===== src/rtl/vector_mem_unit_pkg.sv =====
// Shared definitions for the vector memory stage: memOp encodings, FSM states
// and the data-memory read latency.
package simd_mem_pkg;

  localparam logic [1:0] MEM_NOP   = 2'b00;
  localparam logic [1:0] MEM_STORE = 2'b01;
  localparam logic [1:0] MEM_LOAD  = 2'b10;

  localparam int unsigned MEM_RD_LAT = 1;

  typedef enum logic [2:0] {
    IDLE,
    STORE,
    LOAD,
    LOAD_WAIT,
    DONE
  } mem_state_t;

endpackage


===== src/rtl/vector_mem_unit.sv =====
// Vector memory stage: serialises one vector to/from a word-wide data memory,
// one lane per cycle, stalling the pipeline until the transfer completes.
module vector_mem_unit
  import simd_mem_pkg::*;
#(
  parameter int registerSize = 32,
  parameter int vecSize      = 4,
  parameter int addrSize     = 16
) (
  input  logic                                  clk,
  input  logic                                  reset,
  input  logic                                  start,
  input  logic [1:0]                            memOp,
  input  logic [addrSize-1:0]                   baseAddr,
  input  logic [vecSize-1:0][registerSize-1:0]  vect_in,
  input  logic [registerSize-1:0]               mem_rdata,
  output logic [addrSize-1:0]                   mem_addr,
  output logic [registerSize-1:0]               mem_wdata,
  output logic                                  mem_we,
  output logic [vecSize-1:0][registerSize-1:0]  vect_loaded,
  output logic                                  stall,
  output logic                                  done
);

  localparam int CW = (vecSize > 1) ? $clog2(vecSize) : 1;
  localparam logic [CW-1:0] K_LAST = CW'(vecSize - 1);

  mem_state_t state, state_n;
  logic [CW-1:0] k;
  logic [addrSize-1:0] base;
  logic [vecSize-1:0][registerSize-1:0] wbuf;
  logic [vecSize-1:0][registerSize-1:0] lbuf;
  logic [vecSize-1:0][registerSize-1:0] lbuf_fin;

  // Final load vector: buffered lanes plus the last lane arriving this cycle.
  always_comb begin
    lbuf_fin = lbuf;
    lbuf_fin[vecSize-1] = mem_rdata;
  end

  // Next-state and memory/pipeline outputs, decoded from the current state.
  always_comb begin
    state_n   = state;
    stall     = 1'b0;
    mem_we    = 1'b0;
    mem_addr  = '0;
    mem_wdata = '0;
    done      = 1'b0;
    case (state)
      IDLE: begin
        if (start && memOp == MEM_STORE) begin
          stall   = 1'b1;
          state_n = STORE;
        end else if (start && memOp == MEM_LOAD) begin
          stall   = 1'b1;
          state_n = LOAD;
        end
      end
      STORE: begin
        stall     = 1'b1;
        mem_we    = 1'b1;
        mem_addr  = base + addrSize'(k);
        mem_wdata = wbuf[k];
        if (k == K_LAST) state_n = DONE;
      end
      LOAD: begin
        stall    = 1'b1;
        mem_addr = base + addrSize'(k);
        if (k == K_LAST) state_n = LOAD_WAIT;
      end
      LOAD_WAIT: begin
        stall   = 1'b1;
        state_n = DONE;
      end
      DONE: begin
        done    = 1'b1;
        state_n = IDLE;
      end
      default: state_n = IDLE;
    endcase
  end

  // State register, lane counter, operand capture and load buffers.
  // Read data lags its address by one cycle, so lane k-1 lands while lane k is
  // addressed and the last lane lands in LOAD_WAIT.
  always_ff @(posedge clk) begin
    if (reset) begin
      state       <= IDLE;
      k           <= '0;
      base        <= '0;
      wbuf        <= '0;
      lbuf        <= '0;
      vect_loaded <= '0;
    end else begin
      state <= state_n;
      case (state)
        IDLE: begin
          k <= '0;
          if (start && memOp == MEM_STORE) begin
            base <= baseAddr;
            wbuf <= vect_in;
          end else if (start && memOp == MEM_LOAD) begin
            base <= baseAddr;
          end
        end
        STORE: k <= k + CW'(1);
        LOAD: begin
          if (k != '0) lbuf[k - CW'(1)] <= mem_rdata;
          k <= k + CW'(1);
        end
        LOAD_WAIT: begin
          lbuf        <= lbuf_fin;
          vect_loaded <= lbuf_fin;
        end
        default: ;
      endcase
    end
  end

endmodule


===== config.mk =====
export PLATFORM = sky130hd
export DESIGN_NAME = vector_mem_unit
export DESIGN_NICKNAME = d
export VERILOG_FILES = /design/src/rtl/vector_mem_unit_pkg.sv /design/src/rtl/vector_mem_unit.sv
export SDC_FILE = /design/constraint.sdc
export NUM_CORES = 1
export LEC_CHECK = 0
export ABC_AREA = 1
export ABC_CLOCK_PERIOD_IN_PS = 3300
export CAP_MARGIN = 10
export CORE_ASPECT_RATIO = 1.5
export CORE_UTILIZATION = 55
export CTS_BUF_LIST = sky130_fd_sc_hd__clkbuf_4
export DETAILED_ROUTE_END_ITERATION = 8
export HOLD_SLACK_MARGIN = 0.02
export PLACE_DENSITY_LB_ADDON = 0.25
export SYNTH_ARGS = -nofsm -noshare
export SYNTH_HDL_FRONTEND = slang
export SYNTH_SLANG_ARGS = --single-unit
export TNS_END_PERCENT = 20

===== constraint.sdc =====
create_clock -name clk -period 3.3 [get_ports clk]
set_input_delay 0.33 -clock clk [delete_from_list [all_inputs] [get_ports clk]]
set_output_delay 0.33 -clock clk [all_outputs]
set_load 0.01 [all_outputs]

Word level (Yosys, flattened, before mapping)
Cells that the tools add are included.
{"block": "word_totals", "input_bits": 181, "out_inout_bits": 179, "wordCells": 70, "register_bits": 405}
{"block": "classes", "eq_ne": 11, "n_bitwise": 1, "n_addsub": 3, "muxes": 22, "n_reduce_logical": 15, "magnitude_cmp": 3}
{"cell": "128-bit one-hot mux with 2 select lines", "n": 1}
{"cell": "128-bit bitwise mux", "n": 1}
{"cell": "128-bit two-way mux", "n": 1}
{"cell": "32-bit two-way mux", "n": 3}
{"cell": "32-bit binary-select mux with 2-bit select", "n": 1}
{"cell": "32-bit demux with 2-bit select", "n": 1}
{"cell": "16-bit two-way mux", "n": 3}
{"cell": "16-bit by 2-bit adder with 16-bit output", "n": 1}
{"cell": "3-bit two-way mux", "n": 4}
{"cell": "3-bit one-hot mux with 4 select lines", "n": 1}
{"cell": "2-bit nonzero test", "n": 4}
{"cell": "3-bit by 2-bit == test with 1-bit output (second input constant)", "n": 2}
{"cell": "2-bit by 3-bit < comparator with 1-bit output (second input constant)", "n": 2}
{"cell": "2-bit inequality test (second input constant)", "n": 3}
{"cell": "2-bit AND reduction", "n": 3}
{"cell": "3-bit AND reduction", "n": 2}
{"cell": "2-bit == test (second input constant)", "n": 2}
{"cell": "1-bit two-way mux", "n": 4}
{"cell": "2-bit one-hot mux with 2 select lines", "n": 1}
{"cell": "3-bit by 1-bit == test with 1-bit output (second input constant)", "n": 1}
{"cell": "3-bit == test (second input constant)", "n": 1}
{"cell": "1-bit logical AND", "n": 3}
{"cell": "3-bit logical NOT", "n": 1}
{"cell": "3-bit inequality test (second input constant)", "n": 1}
{"cell": "8 further kinds", "n": 8}

Depth between registers and ports, before layout
{"block": "logic_depth", "depth_word": 8, "ltp_mapped": 9}

Least setup slack after synthesis
Ideal clock, no wire load.
{"block": "synth_path", "path_type": "register to register", "startpoint": "reg k[1]", "endpoint": "reg lbuf[54] (netlist name)", "synth_period_minus_slack_ns": 1.897, "setup_slack_ns": 1.403, "path_buffers": 4, "path_stages_with_launch": 10, "setup_time_ns": 0.070, "t_arrival_ns": 1.826, "cell_sequence": "dfxtp_1 -> clkbuf_1 -> inv_1 -> buf_1 -> ha_1 -> nor2_8 -> buf_6 -> buf_6 -> nand3_1 -> a21oi_1"}
{"block": "synth_between", "elab_chain_len": 8, "elab_cells_between_ends": 11, "cone_classes": "add/sub (1); order compare (2); mux (5); reduce/logical (3)"}
{"element": "start, declared", "line_no": "vector_mem_unit.sv:29", "source": "logic [CW-1:0] k;"}
{"element": "start signal, assigned", "line_no": "vector_mem_unit.sv:106", "source": "STORE: k <= k + CW'(1);"}
{"element": "start signal, assigned", "line_no": "vector_mem_unit.sv:109", "source": "k <= k + CW'(1);"}
{"element": "2-bit by 1-bit subtractor with 2-bit output", "line_no": "vector_mem_unit.sv:108", "source": "if (k != '0) lbuf[k - CW'(1)] <= mem_rdata;"}
{"element": "2-bit by 3-bit < comparator with 1-bit output (implied by the code) or 2-bit by 1-bit >= comparator with 1-bit output (tied branches)", "line_no": "vector_mem_unit.sv:108"}
{"element": "1-bit logical AND (implied by the code)", "line_no": "vector_mem_unit.sv:108"}
{"element": "32-bit two-way mux (implied by the code)", "line_no": "vector_mem_unit.sv:108"}
{"element": "32-bit demux with 2-bit select", "line_no": "vector_mem_unit.sv:108"}
{"element": "128-bit bitwise mux", "line_no": "vector_mem_unit.sv:108"}
{"element": "128-bit two-way mux", "line_no": "vector_mem_unit.sv:108"}
{"element": "128-bit one-hot mux with 2 select lines", "line_no": "vector_mem_unit.sv:96", "source": "case (state)"}
{"element": "end signal, assigned by index", "line_no": "vector_mem_unit.sv:108"}
{"element": "end signal, assigned", "line_no": "vector_mem_unit.sv:112", "source": "lbuf <= lbuf_fin;"}
{"element": "end, declared", "line_no": "vector_mem_unit.sv:32", "source": "logic [vecSize-1:0][registerSize-1:0] lbuf;"}
Parallel ways exist; a longest one is shown, timed or not. The select of a mux whose other input is x is not followed.
A chain may end at the register's enable or synchronous reset.

Final worst setup path
{"block": "layout_path", "startpoint": "reg k[1]", "endpoint": "out mem_addr[7]"}
{"block": "layout_between", "elab_chain_len": 2}
{"element": "16-bit by 2-bit adder with 16-bit output", "line_no": "vector_mem_unit.sv:62, vector_mem_unit.sv:68"}
{"element": "16-bit two-way mux"}
{"element": "end, declared", "line_no": "vector_mem_unit.sv:17", "source": "output logic [addrSize-1:0] mem_addr,"}
No other way between the ends.

==> results_dict.tcl <==
set metrics [dict create \
    reg2reg_depth 7 \
    period_minus_slack_ps 3170 \
    ys.flop_type "dfxtp_1" \
    path_class "register to output port" \
    status "completed" \
    synth_top_area_cell "dfxtp_1" \
    slew_viol_final 0 \
    io_pins 360 \
    syn_inst 2007 \
    cp_slowest_cell "clkdlybuf4s50_1" \
    port-buffer-count 359 \
    place_congestion 0.858 \
    drtIter0Drc 1123 \
    crit_family "buffers and inverters" \
    finalHoldViolCount 0 \
    worstMarginPinSlew_ps 1220 \
    die_y_um 202 \
    synth.top_cells.by_area "dfxtp_1 (51%), nor2_1 (17%), o21ai_0 (11%)" \
    fin_nets 2507 \
    clk_path_buf_depth 3 \
    drive_gt1_share_pct 7.15 \
    synthMuxAreaShare_pct 0 \
    ant_nets 0 \
    synth_seq_cells 373 \
    cts-root-buf "clkbuf_4" \
    fill_cells 2116 \
    setup_violations 0 \
    start_util_pct 56.5 \
    regToRegSetupSlack_ps 300 \
    grt_start_max_net_pins 129 \
    die_area_um2 27300 \
    synth_cell_types 30 \
    ir_drop_mv 0.434 \
    clkTransAtPathRegs_ps 70 \
    cts_tree "done" \
    synth_compound_area_share_pct 16.7 \
    fmax_mhz 316 \
    cts_setup_buffers 0 \
    synth-edff-count 0 \
    synth-xor-area-share_pct 0.0598 \
    synthSimpleGateAreaFrac_pct 25.8 \
    final_util_pct 74.3 \
    synthesis.nets 2195 \
    overflow 0 \
    drv_cap 0 \
    cellPowerDensity_nw_per_um2 633 \
    critical_path.cell_chain "buf_12, ha_1, nand3_1, nand2_2, nand2_1, o21ai_0, a21oi_1, clkdlybuf4s50_1" \
    area_growth_pct 31.6 \
    drc 0 \
    ys_seq_area_share_pct 51.0 \
    crit_path_start_kind "register" \
    async_flop_share_pct 0 \
    drtPass1Iterations 5 \
    tns_ps 0 \
    cts_buffers 86 \
    die_w_um 135 \
    cts_sinks 373 \
    whs_path_depth 3 \
    grt_pass1_wl_um 69700 \
    relSlewSlack_pct 18.4 \
    r2r-start "k[1]" \
    yosys_warnings 0 \
    first_global_vias 14484 \
    syn_area_per_cell_um2 7.30 \
    synth_area_um2 14600 \
    synthAdderAreaFrac_pct 0.649 \
    coreArea_um2 25900 \
    dpl.hpwl_um 28300 \
    h-tree-depth 3 \
    period_share_pct 95.9 \
    crit_required_ps 2970 \
    arrival_ps 2840 \
    min_from "baseAddr[15]" \
    rows 72 \
    clk_latency_ps 750 \
    cp_max_fo 37 \
    synth.most_common_cell "nor2_1" \
    synth_top_family_by_area "simple AND/OR/NAND/NOR gates" \
    grt_antenna_before_repair 1 \
    end_kind "output port" \
    wl_per_cell_um 16.3 \
    r2r_end "lbuf[78]" \
    avgViaCountPerCell 5.47 \
    clock_skew_ps 42.7 \
    vias 14856 \
    hold_path_class "primary input to register" \
    whs_endpoint "base[15]" \
    grt_usage_pct 31.7 \
    yosys-top-cells-count "nor2_1 (677), dfxtp_1 (373), o21ai_0 (330), a21oi_1 (151), nand2_1 (150)" \
    routed_wl_um 44300 \
    worstPathBufferInverterCount 2 \
    synth_top_area_share_pct 51.0 \
    hold_ws_ps 187 \
    slowest_delay_ps 580 \
    total_leakage_power_nw 7.55 \
]
-- layer usage --
layer / vias to the layer above / wire, um / global-route usage, %
met2: 600 / 21800 / 53.9
met4: 0 / 1880 / 17.1
met3: 121 / 3660 / 8.35
met1: 6946 / 16900 / 35.8
met5: - / 0 / 0
li1: 7189 / - / -
-- power by group --
part | internal [mW] | switching (mW)
clock network | 1.83 | 1.80
logic | 1.34 | 2.00
registers | 4.98 | 0.262
total | 8.15 | 4.06
-- state kept, by name, indices dropped and copies added, names as in the netlist --
name,flops
vect_loaded,128
wbuf,128
lbuf,96
base,16
state,3
k,2
-- metrics by stage --
step | setup slack (ps) | cells | power (mW) | cell area, um^2
CTS | 9.69 | 2712 | 12.3 | 19200
finish | 135 | 2714 | 12.2 | 19300
floorplan | 1400 | 2007 | 7.21 | 14600
global route | -7.26 | 2713 | 12.9 | 19300
global placement | 430 | 2563 | 8.56 | 18200
detailed placement | 381 | 2563 | 8.63 | 18200
-- logic make-up (layout without fill, tap and decap cells) --
kind of cell | count (synthesis) | after routing
compound gates | 486 | 486
xor+xnor | 1 | 1
fa+ha+maj | 7 | 7
buf+inv | 184 | 556
flops | 373 | 373
other cells | 0 | 2
simple gates | 956 | 956
-- worst max path at each step --
stage | end | cells past startpoint | from | slack (ps)
floorplan | lbuf[54] | 9 | k[1] | 1400
global placement | lbuf[73] | 7 | k[0] | 430
detailed placement | lbuf[79] | 7 | k[0] | 380
CTS | mem_addr[7] | 8 | k[1] | 10
global route | mem_addr[15] | 9 | k[1] | -7
finish | mem_addr[7] | 8 | k[1] | 130
-- layout make-up --
cell class / instances / area (um^2) / area share (%)
flip-flops and latches: 373 / 7470 / 38.8
multi-input cells: 1450 / 6340 / 32.9
repair buffers: 380 / 3860 / 20.0
clock buffers: 126 / 946 / 4.91
well taps: 333 / 417 / 2.16
clock inverters: 22 / 119 / 0.617
inverters: 28 / 114 / 0.591
diodes: 2 / 5.00 / 0.0260
-- tightest hold or removal path, stage by stage --
cell             delay [ps]
clkdlybuf4s50_1         400
nand3_1                  80
a21oi_1                  70
-- repair_timing --
| action | 4_1_cts | 5_1_grt |
|---|---|---|
| cloned | 0 | 0 |
| hold endpoints to repair | 11 | 0 |
| gates resized for setup | 2 | 11 |
| hold buffers | 1 | 0 |
| setup endpoints to repair | 10 | 20 |
-- placed cells by master, fill, tap and decap left out, types with 7 or more instances in the layout --
cell,synthesis,layout
clkbuf_4,0,126
buf_12,0,7
nor2_1,677,676
inv_1,24,21
nand2_1,150,148
nand3_1,117,117
buf_4,15,12
a21oi_1,151,151
clkinv_1,1,17
o21ai_0,330,330
dfxtp_1,373,371
clkdlybuf4s50_1,0,353
(Power assumes the default switching activity.)
